## src/rtl/text_attrib_gen.sv

```systemverilog
// Text-mode attribute generator for an MDA/CGA style display.
// Decodes the attribute byte of the current character into a
// registered RGBI pixel plus mono video/intensity dots. Cursor and
// character blink are timed from vsync through a frame counter.

module text_attrib_gen #(
    parameter int MODE      = 0,
    parameter int ROW_W     = 5,
    parameter int UL_ROW    = 12,
    parameter int BLINK_DIV = 8
) (
    input  logic             clk,
    input  logic             reset,
    input  logic [7:0]       att_byte,
    input  logic [ROW_W-1:0] row_addr,
    input  logic             display_enable,
    input  logic             blink_enabled,
    input  logic             vsync,
    input  logic             cursor,
    input  logic             pix_in,
    output logic [3:0]       rgbi_out,
    output logic             video_out,
    output logic             intensity_out
);

    // Last frame-counter value before it wraps back to zero.
    localparam logic [7:0]       FC_LAST  = 8'(BLINK_DIV - 1);
    // Scanline that carries the MDA underline, sized to row_addr.
    localparam logic [ROW_W-1:0] UL_ROW_V = ROW_W'(UL_ROW);

    // Blink timebase state.
    logic       vsync_q, vsync_d;
    logic [7:0] fc_q, fc_d;
    logic       cursor_phase_q, cursor_phase_d;
    logic       char_phase_q, char_phase_d;
    logic       vsync_rise;
    logic       fc_wrap;

    // Output registers.
    logic [3:0] rgbi_q, rgbi_d;
    logic       video_q, video_d;
    logic       intensity_q, intensity_d;

    // Shared pixel terms.
    logic       cursor_vis;
    logic       blink_area;

    // Monochrome decode terms.
    logic [2:0] mda_fg;
    logic [2:0] mda_bg;
    logic       underline;
    logic       inverse;
    logic       nodisp;
    logic       mda_dots;
    logic       mda_video;
    logic       mda_intensity;

    // Colour decode terms, {I,R,G,B} ordering until the final reorder.
    logic [3:0] cga_fgc;
    logic [3:0] cga_bgc;
    logic [3:0] cga_sel;
    logic       cga_dots;
    logic [3:0] cga_rgbi;

    // Count vsync rising edges; each wrap flips the cursor phase and
    // every 0->1 cursor transition flips the character phase.
    always_comb begin
        vsync_d        = vsync;
        vsync_rise     = vsync & ~vsync_q;
        fc_wrap        = vsync_rise && (fc_q == FC_LAST);
        fc_d           = fc_q;
        if (vsync_rise) begin
            fc_d = fc_wrap ? 8'd0 : fc_q + 8'd1;
        end
        cursor_phase_d = cursor_phase_q ^ fc_wrap;
        char_phase_d   = char_phase_q ^ (fc_wrap & ~cursor_phase_q);
    end

    // Resolve the attribute byte into a pixel for both display modes,
    // then pick the one this instance is built for.
    always_comb begin
        cursor_vis    = cursor & cursor_phase_q;
        blink_area    = att_byte[7] & char_phase_q & ~cursor & blink_enabled;

        mda_fg        = att_byte[2:0];
        mda_bg        = att_byte[6:4];
        underline     = (mda_fg == 3'b001) && (row_addr == UL_ROW_V);
        inverse       = (mda_fg == 3'b000) && (mda_bg == 3'b111);
        nodisp        = (mda_fg == 3'b000) && (mda_bg == 3'b000);
        mda_dots      = ((pix_in | underline) & ~nodisp & ~blink_area) | cursor_vis;
        mda_video     = (mda_dots ^ inverse) & display_enable;
        mda_intensity = (mda_dots ? att_byte[3] : (att_byte[7] & ~blink_enabled))
                        & display_enable;

        cga_fgc       = att_byte[3:0];
        cga_bgc       = {att_byte[7] & ~blink_enabled, att_byte[6:4]};
        cga_dots      = (pix_in & ~blink_area) | cursor_vis;
        cga_sel       = cga_dots ? cga_fgc : cga_bgc;
        cga_rgbi      = display_enable ? {cga_sel[2:0], cga_sel[3]} : 4'b0000;

        if (MODE == 0) begin
            rgbi_d      = {mda_video, mda_video, mda_video, mda_intensity};
            video_d     = mda_video;
            intensity_d = mda_intensity;
        end else begin
            rgbi_d      = cga_rgbi;
            video_d     = cga_dots & display_enable;
            intensity_d = cga_rgbi[0];
        end
    end

    // State and output registers, cleared asynchronously by reset.
    always_ff @(posedge clk or posedge reset) begin
        if (reset) begin
            vsync_q        <= 1'b0;
            fc_q           <= 8'd0;
            cursor_phase_q <= 1'b0;
            char_phase_q   <= 1'b0;
            rgbi_q         <= 4'b0000;
            video_q        <= 1'b0;
            intensity_q    <= 1'b0;
        end else begin
            vsync_q        <= vsync_d;
            fc_q           <= fc_d;
            cursor_phase_q <= cursor_phase_d;
            char_phase_q   <= char_phase_d;
            rgbi_q         <= rgbi_d;
            video_q        <= video_d;
            intensity_q    <= intensity_d;
        end
    end

    assign rgbi_out      = rgbi_q;
    assign video_out     = video_q;
    assign intensity_out = intensity_q;

endmodule
```

## config.mk

```make
export PLATFORM = sky130hd
export DESIGN_NAME = text_attrib_gen
export DESIGN_NICKNAME = d
export VERILOG_FILES = /design/src/rtl/text_attrib_gen.sv
export SDC_FILE = /design/constraint.sdc
export NUM_CORES = 1
export LEC_CHECK = 0
export ABC_AREA = 0
export CAP_MARGIN = 20
export CORE_MARGIN = 2
export CORE_UTILIZATION = 30
export DETAILED_ROUTE_END_ITERATION = 8
export PLACE_DENSITY = 0.6
export REMOVE_ABC_BUFFERS = 1
export SKIP_CTS_REPAIR_TIMING = 1
export SLEW_MARGIN = 20
export SYNTH_ARGS = -nofsm -noshare
export SYNTH_HDL_FRONTEND = slang
export SYNTH_SLANG_ARGS = --single-unit
```

## constraint.sdc

```tcl
create_clock -name clk -period 3.3 [get_ports clk]
set_input_delay 0.66 -clock clk [delete_from_list [all_inputs] [get_ports clk]]
set_output_delay 0.66 -clock clk [all_outputs]
set_load 0.005 [all_outputs]
```

==> impl_metrics.sql, run 1 <==
INSERT INTO impl_metrics (metric_group, metric, value, unit) VALUES
('sta', 'setup_tns', '0', 'ps'),
('die', 'placeableCoreArea', '2170', 'µm²'),
('placed_design', 'io_buffers', '25', ''),
('grt', 'global_route_wire_length_before_repair', '2346', 'µm'),
('worst_setup_path', 'cp-startpoint', 'vsync', ''),
('worst_setup_path', 'crit_path_start_kind', 'input port', ''),
('synth', 'synth_top_area_cell', 'sky130_fd_sc_hd__dfrtp_1', ''),
('sta', 'hold_slack', '471.1', 'ps'),
('finish', 'finish.cell_count_without_fillers', '116', ''),
('die', 'die_w', '51.55', 'µm'),
('run_status', 'status', 'complete, no violations', ''),
('synth', 'synth_enable_flop_cells', '0', ''),
('clocking', 'tritoncts', 'built', ''),
('worst_setup_path', 'cp.required', '3500', 'ps'),
('sta', 'slew_headroom', '0.6727', ''),
('synth', 'netlist-cell-type-count', '27', ''),
('worst_setup_path', 'end_kind', 'register', ''),
('routing', 'dr.pass1.iters', '2', ''),
('clocking', 'cts_sinks', '13', ''),
('finish', 'final_core_occ', '0.4406', ''),
('sta', 'final-hold-violation-count', '0', ''),
('clocking', 'clk_transition_reported_paths', '80', 'ps'),
('worst_hold_path', 'timing.hold.worst.class', 'reg -> reg', ''),
('synth', 'synth.most_common_cell', 'sky130_fd_sc_hd__dfrtp_1', ''),
('clocking', 'clk-insertion-delay-late', '270', 'ps'),
('synth', 'synth_seq_cells', '13', ''),
('clocking', 'cts_max_path_buffers', '2', ''),
('finish', 'stdcell_area', '955.9', 'µm²'),
('sta', 'worst_clock_skew', '2.695', 'ps'),
('sta', 'timing_max_transition_violations_final', '0', ''),
('finish', 'fin_nets', '111', ''),
('clocking', 'tritoncts.num_buffers', '3', ''),
('synth', 'ys.flop_type', 'sky130_fd_sc_hd__dfrtp_1', ''),
('synth', 'post_synthesis_cell_area', '678.2', 'µm²'),
('synth', 'top_cell_types_by_occurrence_after_synthesis', 'sky130_fd_sc_hd__dfrtp_1 (13), sky130_fd_sc_hd__inv_1 (5), sky130_fd_sc_hd__nand2_1 (5), sky130_fd_sc_hd__xnor2_1 (5), sky130_fd_sc_hd__buf_4 (4)', ''),
('worst_setup_path', 'worstPathArrival', '2330', 'ps'),
('die', 'num_rows', '17', ''),
('placed_design', 'dpl.hpwl', '1077', 'µm'),
('synth', 'synth_top_area_frac', '0.4797', ''),
('clocking', 'h_tree_lvls', '1', ''),
('placed_design', 'dp_slack', '858.2', 'ps'),
('finish', 'synthToLayoutAreaGrowth', '40.96', '%'),
('worst_hold_path', 'worst_hold_startpoint', 'char_phase_q', ''),
('sta', 'finalCritPeriodShare', '0.6457', ''),
('grt', 'grt_start_max_net_pins', '14', ''),
('grt', 'global_routing_usage_summed_across_all_routing_layers', '0.1235', ''),
('routing', 'post-route-drc-count', '0', ''),
('finish', 'fillers', '218', ''),
('worst_hold_path', 'min_delay_worst_endpoint', 'char_phase_q', ''),
('grt', 'antenna_violations_before_repair', '0', ''),
('die', 'design.die.area', '2657', 'µm²'),
('placed_design', 'placed_cell_area', '929.6', 'µm²'),
('worst_setup_path', 'timing.reg2reg.setup_slack', '1680', 'ps'),
('worst_hold_path', 'worst_hold_path.num_cells', '1', ''),
('routing', 'first_iter_violations', '7', ''),
('sta', 'rsz0062_at_grt', 'no', ''),
('synth', 'syn_inst', '64', ''),
('grt', 'gr-total-overflow', '0', ''),
('routing', 'drtAntennaViolNets', '0', ''),
('power', 'powerDensity', '468.0', 'nW/µm²'),
('placed_design', 'place.detailed.instances', '112', ''),
('sta', 'minimum_period_implied_by_the_final_worst_setup_slack', '2131', 'ps'),
('sta', 'worst_pin_slew', '490.5', 'ps'),
('sta', 'setup_viol', '0', ''),
('worst_setup_path', 'worst_r2r_startpoint', 'vsync_q', ''),
('power', 'vdd_ir_drop_max', '0.2390', 'mV'),
('die', 'initial_core_util', '0.3126', ''),
('sta', 'clock.fmax', '469.3', 'MHz'),
('grt', 'vias_in_the_first_global_route', '551', ''),
('worst_setup_path', 'criticalPathCategory', 'in -> reg', ''),
('job', 'cap_viol_max_count', '0', '');
[power by group]
group / total (mW) / switching (mW) / leakage [nW] / internal (mW)
clock: 0.0961 / 0.0493 / 0.0150 / 0.0468
sequential: 0.226 / 0.0315 / 0.166 / 0.195
combinational: 0.125 / 0.0466 / 0.232 / 0.0782
total: 0.447 / 0.127 / 0.413 / 0.320
[worst max-delay path, stage by stage]
cell and delay [ps]:
sky130_fd_sc_hd__clkdlybuf4s50_1 460, sky130_fd_sc_hd__nor2b_1 380, sky130_fd_sc_hd__nand3_1 210, sky130_fd_sc_hd__nor3_4 270
sky130_fd_sc_hd__ha_1 200, sky130_fd_sc_hd__xor2_1 140
[layer usage]
layer	share of wire	track usage	wire length, µm
met3	0.033	0.02874	43
met2	0.50	0.2073	648
met1	0.44	0.1402	562
met4	0.023	0.07895	29
met5	0	0	0
[area by class of cell]
type	count	area (µm²)	share of cell area
sequential	13	325.3	0.3403
multi-input combinational	41	300.3	0.3141
timing repair buffer	25	250.2	0.2618
tap	28	35.03	0.03665
clock buffer	4	26.28	0.02749
inverter	5	18.77	0.01963
[worst max path at each step]
stage	slack (ps)	endpoint
detailed placement	860	char_phase_q
floorplan	1540	char_phase_q
global placement	950	char_phase_q
global route	1040	char_phase_q
finish	1170	char_phase_q
CTS	1160	char_phase_q
[cells in the final DEF (no fill, tap or decap)]
cell | Yosys | final
sky130_fd_sc_hd__xor2_1 | 2 | 2
sky130_fd_sc_hd__and4_1 | 1 | 1
sky130_fd_sc_hd__nor3_4 | 1 | 1
sky130_fd_sc_hd__or2_2 | 1 | 1
sky130_fd_sc_hd__nor3_1 | 2 | 2
sky130_fd_sc_hd__nand3b_1 | 1 | 1
sky130_fd_sc_hd__a41o_1 | 1 | 1
sky130_fd_sc_hd__o21ai_0 | 1 | 1
sky130_fd_sc_hd__nand3_1 | 3 | 3
sky130_fd_sc_hd__mux2i_1 | 2 | 2
sky130_fd_sc_hd__clkbuf_1 | 1 | 1
sky130_fd_sc_hd__nor2b_1 | 2 | 2
sky130_fd_sc_hd__nand4_1 | 2 | 2
sky130_fd_sc_hd__nand2_1 | 5 | 5
sky130_fd_sc_hd__nor4b_1 | 1 | 1
sky130_fd_sc_hd__dfrtp_1 | 13 | 13
sky130_fd_sc_hd__clkdlybuf4s50_1 | 0 | 25
sky130_fd_sc_hd__xnor2_1 | 5 | 5
sky130_fd_sc_hd__a32oi_1 | 1 | 1
sky130_fd_sc_hd__inv_1 | 5 | 5
sky130_fd_sc_hd__clkbuf_4 | 0 | 3
sky130_fd_sc_hd__and3_2 | 1 | 1
sky130_fd_sc_hd__nand4b_1 | 1 | 1
sky130_fd_sc_hd__ha_1 | 2 | 2
sky130_fd_sc_hd__or4_4 | 1 | 1
sky130_fd_sc_hd__o22ai_1 | 1 | 1
sky130_fd_sc_hd__nand2b_1 | 2 | 2
sky130_fd_sc_hd__nor2_1 | 2 | 2
[registers in the layout (all words and copies together), names as in the netlist]
name	flops
rgbi_out	2
char_phase_q	1
vsync_q	1
cursor_phase_q	1
fc_q	8
[cell families (layout without fill, tap and decap cells)]
family	Yosys count	count (layout)	synth area share
buffers and inverters	10	34	0.07749
AO/OA/AOI/OAI	4	4	0.04428
multiplexers	2	2	0.02952
XOR/XNOR	7	7	0.09041
AND/OR/NAND/NOR	26	26	0.2417
flip-flops	13	13	0.4797
adder cells (fa/ha/maj)	2	2	0.03689
(Power assumes the default switching activity.)
==> run 2: changes to the inputs <==
--- a/config.mk
+++ b/config.mk
@@ -10,7 +10,7 @@
 export CORE_MARGIN = 2
 export CORE_UTILIZATION = 30
 export DETAILED_ROUTE_END_ITERATION = 8
-export PLACE_DENSITY = 0.6
+export PLACE_DENSITY = 0.63
 export REMOVE_ABC_BUFFERS = 1
 export SKIP_CTS_REPAIR_TIMING = 1
 export SLEW_MARGIN = 20
==> constraint.sdc (replaced) <==
create_clock -name clk -period 1.92 [get_ports clk]
set_input_delay 0.384 -clock clk [delete_from_list [all_inputs] [get_ports clk]]
set_output_delay 0.384 -clock clk [all_outputs]
set_load 0.005 [all_outputs]
==> run 2 against run 1 <==
Core utilization increased by 0.75 points; clock power increased by 77%; worst hold slack got worse by 54 ps; critical endpoint is now rgbi_out[2]; wire length is 3.7% lower.
==> impl_metrics.sql, run 2 (synthesis gave the netlist of run 1 again) <==
INSERT INTO impl_metrics (metric_group, metric, value, unit) VALUES
('run_status', 'status', 'complete, no violations', ''),
('routing', 'post-route-drc-count', '0', ''),
('clocking', 'tritoncts', 'built', ''),
('worst_setup_path', 'path_depth', '1', ''),
('worst_setup_path', 'crit_path_start_kind', 'register', ''),
('finish', 'fillers', '215', ''),
('clocking', 'h_tree_lvls', '1', ''),
('finish', 'synthToLayoutAreaGrowth', '43.36', '%'),
('sta', 'rsz0062_at_grt', 'no', ''),
('job', 'cap_viol_max_count', '0', ''),
('routing', 'drtAntennaViolNets', '0', ''),
('power', 'sw_frac_of_total', '0.2890', ''),
('sta', 'timing_max_transition_violations_final', '0', ''),
('power', 'p_int', '548.8', 'µW'),
('grt', 'global_route_wire_length_before_repair', '2332', 'µm'),
('worst_hold_path', 'timing.hold.worst.class', 'in -> async', ''),
('clocking', 'cts_sinks', '13', ''),
('placed_design', 'dpl.hpwl', '1042', 'µm'),
('routing', 'post_drt_wl_per_cell', '10.47', 'µm'),
('routing', 'via_per_inst', '4.407', ''),
('die', 'die_w', '51.55', 'µm'),
('worst_setup_path', 'critical-path-top-delay-family', 'buffers and inverters', ''),
('power', 'reg_power_frac', '0.504', ''),
('worst_setup_path', 'worstPathBufferInverterCount', '1', ''),
('die', 'placeableCoreArea', '2170', 'µm²'),
('clocking', 'cts-root-buf', 'sky130_fd_sc_hd__clkbuf_4', ''),
('die', 'design.die.area', '2657', 'µm²'),
('sta', 'minimum_period_implied_by_the_final_worst_setup_slack', '1549', 'ps'),
('sta', 'finalCritPeriodShare', '0.8067', ''),
('finish', 'most_common_cell_after_layout_fill_and_taps_aside', 'sky130_fd_sc_hd__clkdlybuf4s50_1', ''),
('worst_setup_path', 'worstPathArrival', '1160', 'ps'),
('clocking', 'clk-insertion-delay-late', '280', 'ps'),
('power', 'power_leakage', '0.4267', 'nW'),
('placed_design', 'io_buffers', '25', ''),
('sta', 'clock.fmax', '645.6', 'MHz'),
('sta', 'slew_headroom', '0.6775', ''),
('sta', 'setup_viol', '0', ''),
('worst_setup_path', 'crit_chain', 'clkdlybuf4s50_1', ''),
('worst_setup_path', 'cp-startpoint', 'rgbi_out[1]', ''),
('die', 'die_height', '51.55', 'µm'),
('grt', 'gr-total-overflow', '0', ''),
('finish', 'n_antenna_cell', '0', ''),
('sta', 'setup_tns', '0', 'ps'),
('routing', 'vias', '520', ''),
('sta', 'final-hold-violation-count', '0', ''),
('finish', 'top_register', 'fc_q', ''),
('routing', 'first_iter_violations', '3', ''),
('worst_setup_path', 'end_kind', 'output pin', ''),
('grt', 'antenna_violations_before_repair', '0', ''),
('die', 'initial_core_util', '0.3126', ''),
('clocking', 'clk_transition_reported_paths', '90', 'ps'),
('sta', 'postLayoutSetupSlackWorst', '371.1', 'ps'),
('grt', 'global_routing_usage_summed_across_all_routing_layers', '0.1199', ''),
('finish', 'largest_reg_flops', '8', ''),
('finish', 'layout_common_cells', 'sky130_fd_sc_hd__clkdlybuf4s50_1 (25), sky130_fd_sc_hd__dfrtp_1 (13), sky130_fd_sc_hd__inv_1 (5), sky130_fd_sc_hd__nand2_1 (5), sky130_fd_sc_hd__xnor2_1 (5)', ''),
('routing', 'dr.pass1.iters', '4', ''),
('finish', 'fin_nets', '113', ''),
('worst_setup_path', 'crit_fanout', '4', ''),
('power', 'vdd_ir_drop_max', '0.5557', 'mV'),
('die', 'boundaryPins', '26', ''),
('worst_setup_path', 'r2r_cells', '4', ''),
('worst_setup_path', 'max_stage_delay', '510', 'ps'),
('worst_setup_path', 'worst_r2r_startpoint', 'fc_q[3]', ''),
('worst_setup_path', 'critical_path.slowest_cell', 'sky130_fd_sc_hd__clkdlybuf4s50_1', ''),
('finish', 'drive_above_1_share', '0.1111', ''),
('power', 'powerDensity', '794.1', 'nW/µm²'),
('power', 'share_of_total_power_in_combinational_logic', '0.276', ''),
('worst_setup_path', 'cp.required', '1540', 'ps'),
('power', 'power.net_switching', '223.1', 'µW'),
('sta', 'worst_clock_skew', '8.641', 'ps'),
('sta', 'hold_slack', '417.0', 'ps'),
('die', 'num_rows', '17', ''),
('worst_setup_path', 'criticalPathCategory', 'reg -> out', ''),
('power', 'clockPowerShare', '0.220', ''),
('placed_design', 'dp_slack', '76.75', 'ps'),
('sta', 'worst_pin_slew', '483.2', 'ps'),
('grt', 'vias_in_the_first_global_route', '524', ''),
('grt', 'grt_start_max_net_pins', '14', ''),
('clocking', 'tritoncts.num_buffers', '3', ''),
('clocking', 'cts_max_path_buffers', '2', ''),
('placed_design', 'place_congestion', '0.7010', ''),
('routing', 'drt_wl_total', '1236', 'µm');
-- run 2: changes by cell type in the layout (fill, tap and decap cells not counted), sizes merged --
cell,delta
clkinv,+1
clkbuf,-1
buf,+2
-- run 2: layer usage --
layer | track usage | routed length (µm)
met5 | 0 | 0
met4 | 0.03947 | 10
met3 | 0.04598 | 77
met2 | 0.1774 | 571
met1 | 0.1608 | 577
-- run 2: power by group through the flow --
stage / Clock [mW] / Combinational (mW) / Sequential (mW)
floorplan: 0 / 0.123 / 0.386
finish: 0.170 / 0.213 / 0.389
global placement: 0 / 0.211 / 0.396
global route: 0.193 / 0.242 / 0.400
CTS: 0.179 / 0.218 / 0.390
detailed placement: 0 / 0.217 / 0.395
-- run 2: cell type report --
type,count,area (µm²),share of cell area
sequential,13,325.3,0.3346
multi-input combinational,41,300.3,0.3089
timing repair buffer,27,265.3,0.2728
tap,28,35.03,0.03604
clock buffer,3,22.52,0.02317
inverter,5,18.77,0.01931
clock inverter,1,5.005,0.005148
-- run 2: worst paths after layout --
| path | slack (ps) | endpoint |
|---|---|---|
| max in group asynchronous | 1170 | fc_q[5] |
| min in group clk | 470 | char_phase_q |
| hold / removal | 420 | fc_q[3] |
| setup / recovery | 370 | rgbi_out[2] |
| hold reg to reg | 470 | char_phase_q |
| setup reg to reg | 390 | char_phase_q |
-- run 2: stage by stage --
step / cells / utilization / power, mW / instance area (µm²)
floorplan: 59 / - / 0.5084 / 644.4
global placement: 114 / 0.4354 / 0.6075 / 944.7
detailed placement: 114 / 0.4354 / 0.6119 / 944.7
CTS: 118 / 0.4481 / 0.7868 / 972.2
global route: 118 / 0.4481 / 0.8353 / 972.2
finish: 118 / 0.4481 / 0.7720 / 972.2
==> run 3: changes to the inputs <==
==> constraint.sdc (replaced) <==
create_clock -name clk -period 1.4 [get_ports clk]
set_input_delay 0.28 -clock clk [delete_from_list [all_inputs] [get_ports clk]]
set_output_delay 0.28 -clock clk [all_outputs]
set_load 0.005 [all_outputs]
==> run 3 against run 2 <==
The flow now finishes with violations (setup timing); final area rose by 8.6%; critical path depth rose by 3; sequential power rose by 34%; worst hold slack got worse by 99 ps; sequential share of layout area fell by 2.7 points; clock skew fell by 4.3 ps; first-iteration DRC count rose by 67%; global-route usage rose by 0.95 points; wire length rose by 10%; non-clock buffer count rose by 5; power rose by 42%; cell count rose by 4.2%; critical path type is now reg -> reg; largest cell class is now multi-input gates; highest routed layer unchanged.
==> impl_metrics.sql, run 3 (synthesis gave the netlist of run 1 again) <==
INSERT INTO impl_metrics (metric_group, metric, value, unit) VALUES
('sta', 'timing_max_transition_violations_final', '0', ''),
('die', 'die_height', '51.55', 'µm'),
('placed_design', 'place_congestion', '0.6573', ''),
('grt', 'gr-total-overflow', '0', ''),
('routing', 'drt_wl_total', '1361', 'µm'),
('die', 'die_w', '51.55', 'µm'),
('sta', 'slew_headroom', '0.6794', ''),
('die', 'placeableCoreArea', '2170', 'µm²'),
('finish', 'most_common_cell_after_layout_fill_and_taps_aside', 'sky130_fd_sc_hd__clkdlybuf4s50_1', ''),
('finish', 'largest_reg_flops', '8', ''),
('sta', 'minimum_period_implied_by_the_final_worst_setup_slack', '1482', 'ps'),
('die', 'initial_core_util', '0.3126', ''),
('routing', 'drtAntennaViolNets', '0', ''),
('clocking', 'h_tree_lvls', '1', ''),
('placed_design', 'io_buffers', '25', ''),
('finish', 'finish.cell_count_without_fillers', '123', ''),
('power', 'vdd_ir_drop_max', '0.6459', 'mV'),
('placed_design', 'dpl.hpwl', '1092', 'µm'),
('clocking', 'clk_transition_reported_paths', '80', 'ps'),
('sta', 'worst_clock_skew', '4.361', 'ps'),
('worst_hold_path', 'timing.hold.worst.class', 'in -> async', ''),
('routing', 'first_iter_violations', '5', ''),
('routing', 'post_drt_wl_per_cell', '11.07', 'µm'),
('routing', 'via_per_inst', '4.398', ''),
('worst_setup_path', 'crit_path_start_kind', 'register', ''),
('die', 'boundaryPins', '26', ''),
('finish', 'synthToLayoutAreaGrowth', '55.72', '%'),
('routing', 'post-route-drc-count', '0', ''),
('finish', 'fin_nets', '118', ''),
('sta', 'rsz0062_at_grt', 'yes', ''),
('sta', 'hold_slack', '318.2', 'ps'),
('finish', 'final_core_occ', '0.4867', ''),
('finish', 'layout_common_cells', 'sky130_fd_sc_hd__clkdlybuf4s50_1 (17), sky130_fd_sc_hd__dfrtp_1 (13), sky130_fd_sc_hd__dlymetal6s2s_1 (8)', ''),
('grt', 'grt_start_max_net_pins', '14', ''),
('finish', 'top_register', 'fc_q', ''),
('placed_design', 'place.detailed.instances', '120', ''),
('grt', 'antenna_violations_before_repair', '0', ''),
('worst_setup_path', 'critical_path.slowest_cell', 'sky130_fd_sc_hd__or4_4', ''),
('clocking', 'cts_max_path_buffers', '2', ''),
('worst_setup_path', 'cp.required', '1600', 'ps'),
('grt', 'global_routing_usage_summed_across_all_routing_layers', '0.1294', ''),
('grt', 'vias_in_the_first_global_route', '584', ''),
('finish', 'n_antenna_cell', '0', ''),
('worst_setup_path', 'end_kind', 'register', ''),
('run_status', 'status', 'finished with violations', ''),
('job', 'cap_viol_max_count', '0', ''),
('power', 'powerDensity', '1041', 'nW/µm²'),
('sta', 'worst_pin_slew', '480.3', 'ps'),
('worst_setup_path', 'max_stage_delay', '550', 'ps'),
('clocking', 'clk-insertion-delay-late', '270', 'ps'),
('worst_setup_path', 'crit_chain', 'or4_4, nor3_4, ha_1, xor2_1', ''),
('sta', 'setup_viol', '4', ''),
('power', 'power_leakage', '0.5528', 'nW'),
('die', 'design.die.area', '2657', 'µm²'),
('routing', 'vias', '541', ''),
('clocking', 'cts_sinks', '13', ''),
('finish', 'drive_above_1_share', '0.2105', ''),
('clocking', 'tritoncts.num_buffers', '3', ''),
('sta', 'postLayoutSetupSlackWorst', '-81.57', 'ps'),
('die', 'num_rows', '17', ''),
('worst_setup_path', 'crit_fanout', '2', ''),
('worst_setup_path', 'criticalPathCategory', 'reg -> reg', ''),
('clocking', 'cts-root-buf', 'sky130_fd_sc_hd__clkbuf_4', ''),
('sta', 'finalCritPeriodShare', '1.058', ''),
('routing', 'dr.pass1.iters', '3', ''),
('sta', 'final-hold-violation-count', '0', ''),
('grt', 'global_route_wire_length_before_repair', '2525', 'µm'),
('clocking', 'tritoncts', 'built', ''),
('run_status', 'violations_in_the_final_reports', 'setup timing', ''),
('worst_setup_path', 'worstPathArrival', '1680', 'ps'),
('sta', 'clock.fmax', '675.0', 'MHz');
run 3: cell types whose count changed in the layout (fill, tap and decap cells not counted), sizes merged:
cell,previous run,this run
buf,2,7
clkinv,1,0
clkdlybuf4s50,25,17
dlymetal6s2s,0,8
clkbuf,3,4
run 3: where the power goes:
group | internal (mW) | total [mW] | switching [mW]
sequential | 0.459 | 0.523 | 0.0635
clock | 0.110 | 0.233 | 0.122
combinational | 0.212 | 0.344 | 0.132
total | 0.782 | 1.10 | 0.317
run 3: final cells by class:
class                      instances  area [µm²]
timing repair buffer              32       322.8
multi-input combinational         41       327.8
clock buffer                       4       26.28
tap                               28       35.03
fill                             205        1114
sequential                        13       325.3
inverter                           5       18.77
run 3: worst paths after layout:
kind	from	to	slack, ps	cells after the start
setup / recovery	fc_q[3]	char_phase_q	-80	4
hold / removal	reset	fc_q[7]	320	2
setup reg to reg	fc_q[3]	char_phase_q	-80	4
hold reg to reg	char_phase_q	char_phase_q	470	1
max in group asynchronous	reset	char_phase_q	750	2
min in group clk	char_phase_q	char_phase_q	470	1
run 3: worst max-delay path, delay by kind of cell, from the launching register on:
kind          cells  cell delay [ps]
simple gates      2              710
flops             1              390
fa+ha+maj         1              190
xor+xnor          1              130
run 3: per-layer routing:
metal	track usage	vias to the layer above	part of all wire
met5	0	-	0
met4	0.06579	0	0.0066
met3	0.02874	2	0.048
met2	0.2115	10	0.51
met1	0.1596	249	0.44
li1	-	280	-
run 3: metrics by stage:
step                instance area [µm²]  setup slack (ps)  power (mW)  setup TNS (ps)
floorplan                         644.4            -77.63      0.6973          -133.3
global placement                  989.7            -330.5      0.8737           -2802
detailed placement                989.7            -349.1      0.8836           -2990
CTS                                1016            -92.15       1.126          -575.2
global route                       1056            -151.9       1.187          -604.8
finish                             1056            -81.57       1.099          -168.7
